--- config.mk ---
export PLATFORM = sky130hd
export DESIGN_NAME = keypad_decoder_flat
export DESIGN_NICKNAME = d
export VERILOG_FILES = /design/src/rtl/keypad_decoder_if.sv /design/src/rtl/keypad_decoder.sv /design/src/flat_wrapper.sv
export SDC_FILE = /design/constraint.sdc
export NUM_CORES = 1
export LEC_CHECK = 0
export BUFFER_PORTS_ARGS = -buffer_cell sky130_fd_sc_hd__buf_2
export CORE_MARGIN = 5
export CORE_UTILIZATION = 60
export CTS_CLUSTER_SIZE = 30
export DETAILED_ROUTE_END_ITERATION = 10
export PLACE_DENSITY = 0.9
export SLEW_MARGIN = 20
export SYNTH_ARGS = -nofsm -noshare
export SYNTH_HDL_FRONTEND = slang
export SYNTH_SLANG_ARGS = --single-unit
--- constraint.sdc ---
create_clock -name clk -period 5.8 [get_ports clk]
set_input_delay 1.45 -clock clk [delete_from_list [all_inputs] [get_ports clk]]
set_output_delay 1.45 -clock clk [all_outputs]
set_load 0.005 [all_outputs]
--- src/rtl/keypad_decoder_if.sv ---
// rtl/keypad_decoder_if.sv - keypad scanner input and key-code stream bundle
//
// Purpose: groups the scanner sample inputs and the key-code output stream of
// keypad_decoder into one bundle.
// Signals:
//   key_down   scanner sees any row active
//   key_row    one-hot row, bit3 = row 0
//   key_col    one-hot column, bit3 = column 0
//   out_code   FIFO head key code (0 when empty)
//   out_valid  FIFO non-empty
//   out_ready  consumer accept
//   fifo_count FIFO occupancy 0..4
//   overflow   sticky, a code was dropped
// Modports: master = scanner/consumer side, slave = decoder side.
interface keypad_decoder_if;
   logic       key_down;
   logic [3:0] key_row;
   logic [3:0] key_col;
   logic [3:0] out_code;
   logic       out_valid;
   logic       out_ready;
   logic [2:0] fifo_count;
   logic       overflow;

   modport master (
      output key_down, key_row, key_col, out_ready,
      input  out_code, out_valid, fifo_count, overflow
   );

   modport slave (
      input  key_down, key_row, key_col, out_ready,
      output out_code, out_valid, fifo_count, overflow
   );
endinterface

--- src/rtl/keypad_decoder.sv ---
// rtl/keypad_decoder.sv - debounced 4x4 keypad decoder with 4-entry code FIFO
//
// Purpose: debounces one-hot row/column samples from a keypad scanner, turns
// each accepted press into a 4-bit code (row*4 + col) and queues it in a
// 4-deep FIFO read through a valid/ready stream.
// Ports:
//   clk    system clock, rising edge
//   rst_n  asynchronous active-low reset
//   kp     keypad_decoder_if.slave (key inputs, code stream, count, overflow)
// Parameters:
//   DEBOUNCE_CYCLES  stable samples to accept a press or a release (2..255)
//   REPEAT_CYCLES    auto-repeat period in cycles (2..65535)
// Optional feature: define KEYPAD_REPEAT_EN to enable auto-repeat while held.
module keypad_decoder #(
   parameter int unsigned DEBOUNCE_CYCLES = 16,
   parameter int unsigned REPEAT_CYCLES   = 200
) (
   input logic             clk,
   input logic             rst_n,
   keypad_decoder_if.slave kp
);

   if (DEBOUNCE_CYCLES < 2 || DEBOUNCE_CYCLES > 255) begin : g_bad_debounce
      $error("DEBOUNCE_CYCLES out of range 2..255");
   end
   if (REPEAT_CYCLES < 2 || REPEAT_CYCLES > 65535) begin : g_bad_repeat
      $error("REPEAT_CYCLES out of range 2..65535");
   end

   typedef enum logic [1:0] {
      S_IDLE,
      S_CAND,
      S_PRESSED,
      S_RELEASE
   } state_t;

   // The first stable sample is taken in IDLE with the counter at 0, so the
   // DEBOUNCE_CYCLES-th sample is seen while the counter holds DEBOUNCE_CYCLES-2.
   localparam logic [7:0] CNT_LAST = 8'(DEBOUNCE_CYCLES - 2);

   // ------------------------------------------------------------------
   // Sample decode
   // ------------------------------------------------------------------
   logic       sample_valid;
   logic [3:0] sample_code;
   logic [1:0] row_idx;
   logic [1:0] col_idx;

   always_comb begin
      row_idx = 2'd0;
      col_idx = 2'd0;
      // bit3 is index 0, so index = 3 - bit position
      for (int i = 0; i < 4; i++) begin
         if (kp.key_row[i]) row_idx = 2'(3 - i);
         if (kp.key_col[i]) col_idx = 2'(3 - i);
      end
   end

   assign sample_valid = kp.key_down && ($countones(kp.key_row) == 1)
                                     && ($countones(kp.key_col) == 1);
   assign sample_code  = {row_idx, col_idx};

   // ------------------------------------------------------------------
   // Debounce FSM
   // ------------------------------------------------------------------
   state_t     state_q, state_d;
   logic [7:0] cnt_q, cnt_d;
   logic [3:0] code_q, code_d;
   logic       push;
`ifdef KEYPAD_REPEAT_EN
   localparam logic [15:0] REP_LAST = 16'(REPEAT_CYCLES - 1);
   logic [15:0] rep_q, rep_d;
`endif

   always_ff @(posedge clk or negedge rst_n) begin
      if (!rst_n) begin
         state_q <= S_IDLE;
         cnt_q   <= 8'd0;
         code_q  <= 4'd0;
`ifdef KEYPAD_REPEAT_EN
         rep_q   <= 16'd0;
`endif
      end else begin
         state_q <= state_d;
         cnt_q   <= cnt_d;
         code_q  <= code_d;
`ifdef KEYPAD_REPEAT_EN
         rep_q   <= rep_d;
`endif
      end
   end

   always_comb begin
      state_d = state_q;
      cnt_d   = cnt_q;
      code_d  = code_q;
      push    = 1'b0;
`ifdef KEYPAD_REPEAT_EN
      rep_d   = rep_q;
`endif
      case (state_q)
         S_IDLE: begin
            if (sample_valid) begin
               code_d  = sample_code;
               cnt_d   = 8'd0;
               state_d = S_CAND;
            end
         end
         S_CAND: begin
            if (!sample_valid) begin
               cnt_d   = 8'd0;
               state_d = S_IDLE;
            end else if (sample_code != code_q) begin
               code_d = sample_code;
               cnt_d  = 8'd0;
            end else if (cnt_q == CNT_LAST) begin
               push    = 1'b1;
               cnt_d   = 8'd0;
               state_d = S_PRESSED;
`ifdef KEYPAD_REPEAT_EN
               rep_d   = 16'd0;
`endif
            end else begin
               cnt_d = cnt_q + 8'd1;
            end
         end
         S_PRESSED: begin
            if (!sample_valid) begin
               cnt_d   = 8'd0;
               state_d = S_RELEASE;
`ifdef KEYPAD_REPEAT_EN
               rep_d   = 16'd0;
`endif
            end
`ifdef KEYPAD_REPEAT_EN
            // Only an unbroken hold of the accepted code advances the period.
            else if (sample_code == code_q) begin
               if (rep_q == REP_LAST) begin
                  push  = 1'b1;
                  rep_d = 16'd0;
               end else begin
                  rep_d = rep_q + 16'd1;
               end
            end else begin
               rep_d = 16'd0;
            end
`endif
         end
         S_RELEASE: begin
            if (sample_valid) begin
               cnt_d   = 8'd0;
               state_d = S_PRESSED;
`ifdef KEYPAD_REPEAT_EN
               rep_d   = 16'd0;
`endif
            end else if (cnt_q == CNT_LAST) begin
               cnt_d   = 8'd0;
               state_d = S_IDLE;
            end else begin
               cnt_d = cnt_q + 8'd1;
            end
         end
         default: begin
            state_d = S_IDLE;
            cnt_d   = 8'd0;
         end
      endcase
   end

   // ------------------------------------------------------------------
   // 4 x 4-bit FIFO
   // ------------------------------------------------------------------
   logic [3:0] mem_q [4];
   logic [1:0] wr_ptr_q, rd_ptr_q;
   logic [2:0] count_q;
   logic       ovf_q;
   logic       pop;
   logic       full;
   logic       wr_en;

   assign pop   = (count_q != 3'd0) && kp.out_ready;
   assign full  = (count_q == 3'd4);
   // A pop on the same edge frees the slot the push needs.
   assign wr_en = push && (!full || pop);

   always_ff @(posedge clk or negedge rst_n) begin
      if (!rst_n) begin
         wr_ptr_q <= 2'd0;
         rd_ptr_q <= 2'd0;
         count_q  <= 3'd0;
         ovf_q    <= 1'b0;
      end else begin
         if (wr_en) wr_ptr_q <= wr_ptr_q + 2'd1;
         if (pop)   rd_ptr_q <= rd_ptr_q + 2'd1;
         case ({wr_en, pop})
            2'b10:   count_q <= count_q + 3'd1;
            2'b01:   count_q <= count_q - 3'd1;
            default: count_q <= count_q;
         endcase
         if (push && full && !pop) ovf_q <= 1'b1;
      end
   end

   always_ff @(posedge clk) begin
      if (wr_en) mem_q[wr_ptr_q] <= code_q;
   end

   assign kp.out_valid  = (count_q != 3'd0);
   assign kp.out_code   = (count_q != 3'd0) ? mem_q[rd_ptr_q] : 4'd0;
   assign kp.fifo_count = count_q;
   assign kp.overflow   = ovf_q;

endmodule
--- src/flat_wrapper.sv ---
// flat-port wrapper written by rule: the top's interface ports become plain ports
module keypad_decoder_flat 
#(
   parameter int unsigned DEBOUNCE_CYCLES = 16,
   parameter int unsigned REPEAT_CYCLES   = 200
)
  (clk, rst_n, kp_key_down, kp_key_row, kp_key_col, kp_out_ready, kp_out_code, kp_out_valid, kp_fifo_count, kp_overflow);
  keypad_decoder_if kp_i ();
  input logic clk;
  input logic rst_n;
  input wire logic [$bits(kp_i.key_down)-1:0] kp_key_down;
  input wire logic [$bits(kp_i.key_row)-1:0] kp_key_row;
  input wire logic [$bits(kp_i.key_col)-1:0] kp_key_col;
  input wire logic [$bits(kp_i.out_ready)-1:0] kp_out_ready;
  output wire logic [$bits(kp_i.out_code)-1:0] kp_out_code;
  output wire logic [$bits(kp_i.out_valid)-1:0] kp_out_valid;
  output wire logic [$bits(kp_i.fifo_count)-1:0] kp_fifo_count;
  output wire logic [$bits(kp_i.overflow)-1:0] kp_overflow;
  assign kp_i.key_down = kp_key_down;
  assign kp_i.key_row = kp_key_row;
  assign kp_i.key_col = kp_key_col;
  assign kp_i.out_ready = kp_out_ready;
  assign kp_out_code = kp_i.out_code;
  assign kp_out_valid = kp_i.out_valid;
  assign kp_fifo_count = kp_i.fifo_count;
  assign kp_overflow = kp_i.overflow;
  keypad_decoder #(.DEBOUNCE_CYCLES(DEBOUNCE_CYCLES), .REPEAT_CYCLES(REPEAT_CYCLES)) u_core (.clk(clk), .rst_n(rst_n), .kp(kp_i));
endmodule
======== Yosys cells after proc, flatten, opt, wreduce, memory -nomap -nowiden ========
Memories as Yosys holds them, arrays and structs flattened.
Index checks and enable logic that the tools add are counted.
word-level totals
  bits in registers ....................... 22
  bits in writable memories ............... 16
  input bits .............................. 12
  output and inout bits ................... 9
  memories kept ........................... 1
operators by class
  add/sub/neg operators ................... 11
  equality and inequality tests ........... 17
  multiplexer cells ....................... 35
  reduce and logical (&&, ||, !) cells .... 16
memory list
  memory        words  bits a word  read ports  clocked after memory_dff  write ports  RTL line               text
  u_core.mem_q  4      4            1           0                         1            keypad_decoder.sv:173  logic [3:0] mem_q [4];
operators by type and width
  operator               count
  $add A32 B32 Y32       2
  $eq A32 B2 Y1 const B  2
  $mux W8                6
  $pmux W8 S4            1
  $mux W2                15
  $mux W4                4
  $add A1 B1 Y2          4
  $add A8 B1 Y8 const B  1
  $eq A8 B4 Y1 const B   1
  $pmux W2 S4            1
  $pmux W4 S2            1
  $eq A2 B2 Y1 const B   3
  $logic_and A1 B1 Y1    6
  $mux W1                6
  $ne A2 B1 Y1 const B   3
  $ne A3 B3 Y1 const B   2
  $pmux W3 S2            1
  $reduce_and A5 Y1      1
  $add A2 B1 Y2 const B  2
  $eq A2 B1 Y1 const B   2
  $ne A4 B4 Y1           1
  $reduce_and A4 Y1      1
  $reduce_bool A2 Y1     2
  $add A3 B1 Y3 const B  1
  other kinds (9)        10

======== Longest topological paths before layout ========
  depth in word-level cells ............... 11
  mapped depth ............................ 16

======== Worst setup path after synthesis ========
OpenSTA, ideal clock, no wires.
  kind .................................... input-to-reg
  start point ............................. input kp_key_col[0]
  end point ............................... register u_core.count_q[2] (netlist: u_core.kp.fifo_count[2])
  data arrival time ....................... 4.378 ns
  slack ................................... 1.297 ns
  stages on the path ...................... 16
  cell sequence ........................... inv_1 ha_1 ha_1 fa_1 nor4bb_1 nand3_1 or2_2 clkbuf_1 nor3b_4 inv_1 ha_1 inv_1 fa_1 xor2_1 nor2_1 xor2_1
on the way
  cells in the longest elaborated chain, start to end .. 11
ends and longest elaborated chain
  what                                                      RTL line               text
  from (decl)                                               flat_wrapper.sv:13     input wire logic [$bits(kp_i.key_col)-1:0] kp_key_col;
  branches (longest 6 deep; another with $add A32 B32 Y32)  n/a
  $mux W1 *                                                 keypad_decoder.sv:110  if (!sample_valid) begin
  $mux W1 *                                                 keypad_decoder.sv:101  case (state_q)
  $logic_and A1 B1 Y1 *                                     keypad_decoder.sv:184  assign wr_en = push && (!full || pop);
  $eq A2 B1 Y1 / $eq A2 B2 Y1 (equally long branches)       keypad_decoder.sv:195  case ({wr_en, pop})
  $pmux W3 S2 / $reduce_bool A2 Y1 (equally long branches)  n/a
  to (signal assigned)                                      keypad_decoder.sv:196  2'b10: count_q <= count_q + 3'd1;
  to (signal assigned)                                      keypad_decoder.sv:197  2'b01: count_q <= count_q - 3'd1;
  to (signal assigned)                                      keypad_decoder.sv:198  default: count_q <= count_q;
  to (decl)                                                 keypad_decoder.sv:175  logic [2:0] count_q;
Every way passes the cells marked *.
A chain may end at the register's enable or synchronous reset.

======== Final worst setup path ========
Same ends and word-level chain as after synthesis.

==> metrics <==
peak supply drop=between 0.1 and 0.15 mV; DRT Pass-1 Iters=4; syn_area_per_cell=12.1 µm²; commonest non-fill, non-tap cell in the layout=dfrtp_1; WL/cell=15.0 µm; share of the yosys chip area belonging to registers=between 40% and 50%; crit path launch type=input port; M2 GR Usage=between 20% and 30%; setup repair after global routing missed its margin=no; unique cell type count in the Yosys netlist=45; LEAKAGE=around 1.0 nW; Num CTS Buffers=5; Initial DRC Count=44; Die Ht=~70 µm; Max Cap Viol=0; CTS Sinks=38; die area=~0.0049 mm²; final setup violation count=0; Layout Skew=0.0126 ns; Setup WS pre-CTS=0.988 ns; Clock transition at path regs=0.11 ns; critical path capture point type=flop; met1 Resource Use GR=between 10% and 20%; WS Path Type=in2reg; # IOs=21; worst slew pin tran=0.888 ns; first-pass GRT wire length=6460 µm; proportion of layout cells with a drive suffix above 1=a little under a quarter; Max Slew Vio Count=0; Post-DP HPWL=between 2000 and 3000 µm; initial antenna violation count=0; most frequent cells in the layout=dfrtp_1 (22), buf_2 (20), ha_1 (17), edfxtp_1 (16), nor2_1 (15); Placeable Area=~0.0034 mm²; Worst Path Required=between 6 and 7 ns; n_diodes=0; slew margin rel.=about 40%; CTS-repair resized insts=0; DRT antenna net count=0; asr flop ratio synth=about 58%; crit path max fanout=7; Yosys reg bits=38; vias in the first global route=1,457; YS warnings=0; Root Buffer=clkbuf_4; die width=about 70 µm; Port Buffers=20; min-delay worst type=reg2reg; grt total ovfl=0; Layout area overhead=9.31%; TritonCTS clock tree=yes; largest net degree at the start of global routing=23; Placer Congestion=slightly above 0.8; status=completed; crit path DAT=4.65 ns; via/cell ratio=between 5 and 6; Routed WL=3710 µm; f_max=approximately 230 MHz; Post-CTS Setup Inserts=0; global route hottest layer=met2; PwrDens=around 300 mW/mm²; H-tree levels=2; TNS Setup=0 ns; Final nets=232; synthesized netlist cell count=between 150 and 200; top_reg_cell synth=dfrtp_1; Fin. Hold Viols=0; Overall Power=just over 700 µW; Period Utilization, post-route=around three quarters; Row Count=21; mapped cell area=about 0.0021 mm²; met3 Use GR=5.07%; minimum clock period after layout=approximately 4.4 ns; number of enable flip-flop cells after synthesis=16; final worst slack=1.39 ns; Post-Syn Nets=208; vias after detailed routing=~1,400; Bufs on Longest Clock Path=2; post-cts hold buffer count=0; starting density of the core=roughly 63%; GR Util All Layers=between 10% and 20%; drt drc=0; Clk Latency, worst-skew pair=~0.35 ns; final hold slack=0.488 ns
[per-stage QoR]
step	std cells	cell area, µm²	utilization [%]
after floorplan	176	2140	-
after global placement	239	2280	67.3
after detailed placement	239	2280	67.3
after CTS	247	2340	68.9
after global routing	247	2340	68.9
final	247	2340	68.9
[report_power, final]
group	leakage (nW)	switching, mW	internal [mW]
Combinational	0.571	0.0896	0.116
Sequential	0.434	0.0586	0.324
Clock	0.0286	0.0864	0.0451
Total	1.03	0.235	0.486
[Yosys cell counts (3+ instances only)]
master    count  area [µm²]
and3_1        3        18.8
xor2_1        3        26.3
mux2_2        3        33.8
nor3_1        3        15.0
ha_1         17         213
xnor2_1       5        43.8
dfrtp_1      22         551
a21o_1        3        22.5
edfxtp_1     16         480
o21ai_0       7        35.0
fa_1          3        60.1
inv_1        13        48.8
nor2_1       15        56.3
nand2_1       8        30.0
and2_1        5        31.3
nor3b_1       5        37.5
and2_2        4        30.0
mux4_2        4        90.1
nand3_1       4        20.0
a21oi_1       3        15.0
[per-layer routing]
layer  routed length, µm  part of all wire, %  up-vias
li1                    -                    -      680
met1                1530                   41      668
met2                1950                   53       31
met3                 185                  5.0        5
met4                  44                  1.2        0
met5                   0                    0        -
[kinds of logic after synthesis]
family          count (synthesis)  synth area share [%]
compound gates                 22                  8.02
buf+inv                        16                  2.87
flops                          38                  48.2
simple gates                   62                  17.4
mux                            10                  7.44
xor+xnor                        8                  3.28
fa+ha+maj                      20                  12.8
[state kept, by name (all words and copies together) (netlist names), named ones only]
name                  count
u_core.cnt_q              8
u_core.code_q             4
u_core.kp.fifo_count      3
u_core.kp.overflow        1
u_core.mem_q             16
u_core.rd_ptr_q           2
u_core.state_q            1
u_core.wr_ptr_q           2
[worst max-delay path, stage by stage]
cell and delay, ns:
buf_2 0.11, inv_1 0.04, ha_1 0.29, ha_1 0.22, fa_1 0.44, nor4bb_1 0.31, nand3_1 0.20, or2_2 0.39
nor3b_4 0.32, inv_1 0.08, ha_1 0.22, inv_1 0.07, fa_1 0.17, xor2_1 0.15, nor2_1 0.06, xor2_1 0.14
[path summary, 6_finish.rpt]
path / endpoint / slack, ns / startpoint / cells after the start
worst max-delay path: u_core.kp.fifo_count[2]$_DFFE_PN0P_ / 1.39 / kp_key_col[0] / 16
worst min-delay path: u_core.kp.overflow$_DFFE_PN0P_ / 0.49 / u_core.kp.overflow$_DFFE_PN0P_ / 1
worst max register to register: u_core.kp.fifo_count[2]$_DFFE_PN0P_ / 2.98 / u_core.code_q[2]$_DFFE_PN0P_ / 12
worst min register to register: u_core.kp.overflow$_DFFE_PN0P_ / 0.49 / u_core.kp.overflow$_DFFE_PN0P_ / 1
max in group asynchronous: u_core.cnt_q[2]$_DFFE_PN0P_ / 4.40 / rst_n / 1
min in group asynchronous: u_core.rd_ptr_q[0]$_DFFE_PN0P_ / 1.05 / rst_n / 1
[area by class of cell]
cell class / instances / area, µm²
fill: 252 / 1050
tap: 46 / 57.6
multi-input combinational: 122 / 1040
inverter: 13 / 48.8
clock buffer: 5 / 37.5
clock inverter: 3 / 16.3
timing repair buffer: 20 / 100
sequential: 38 / 1030
Power figures use the tool's default switching activity.
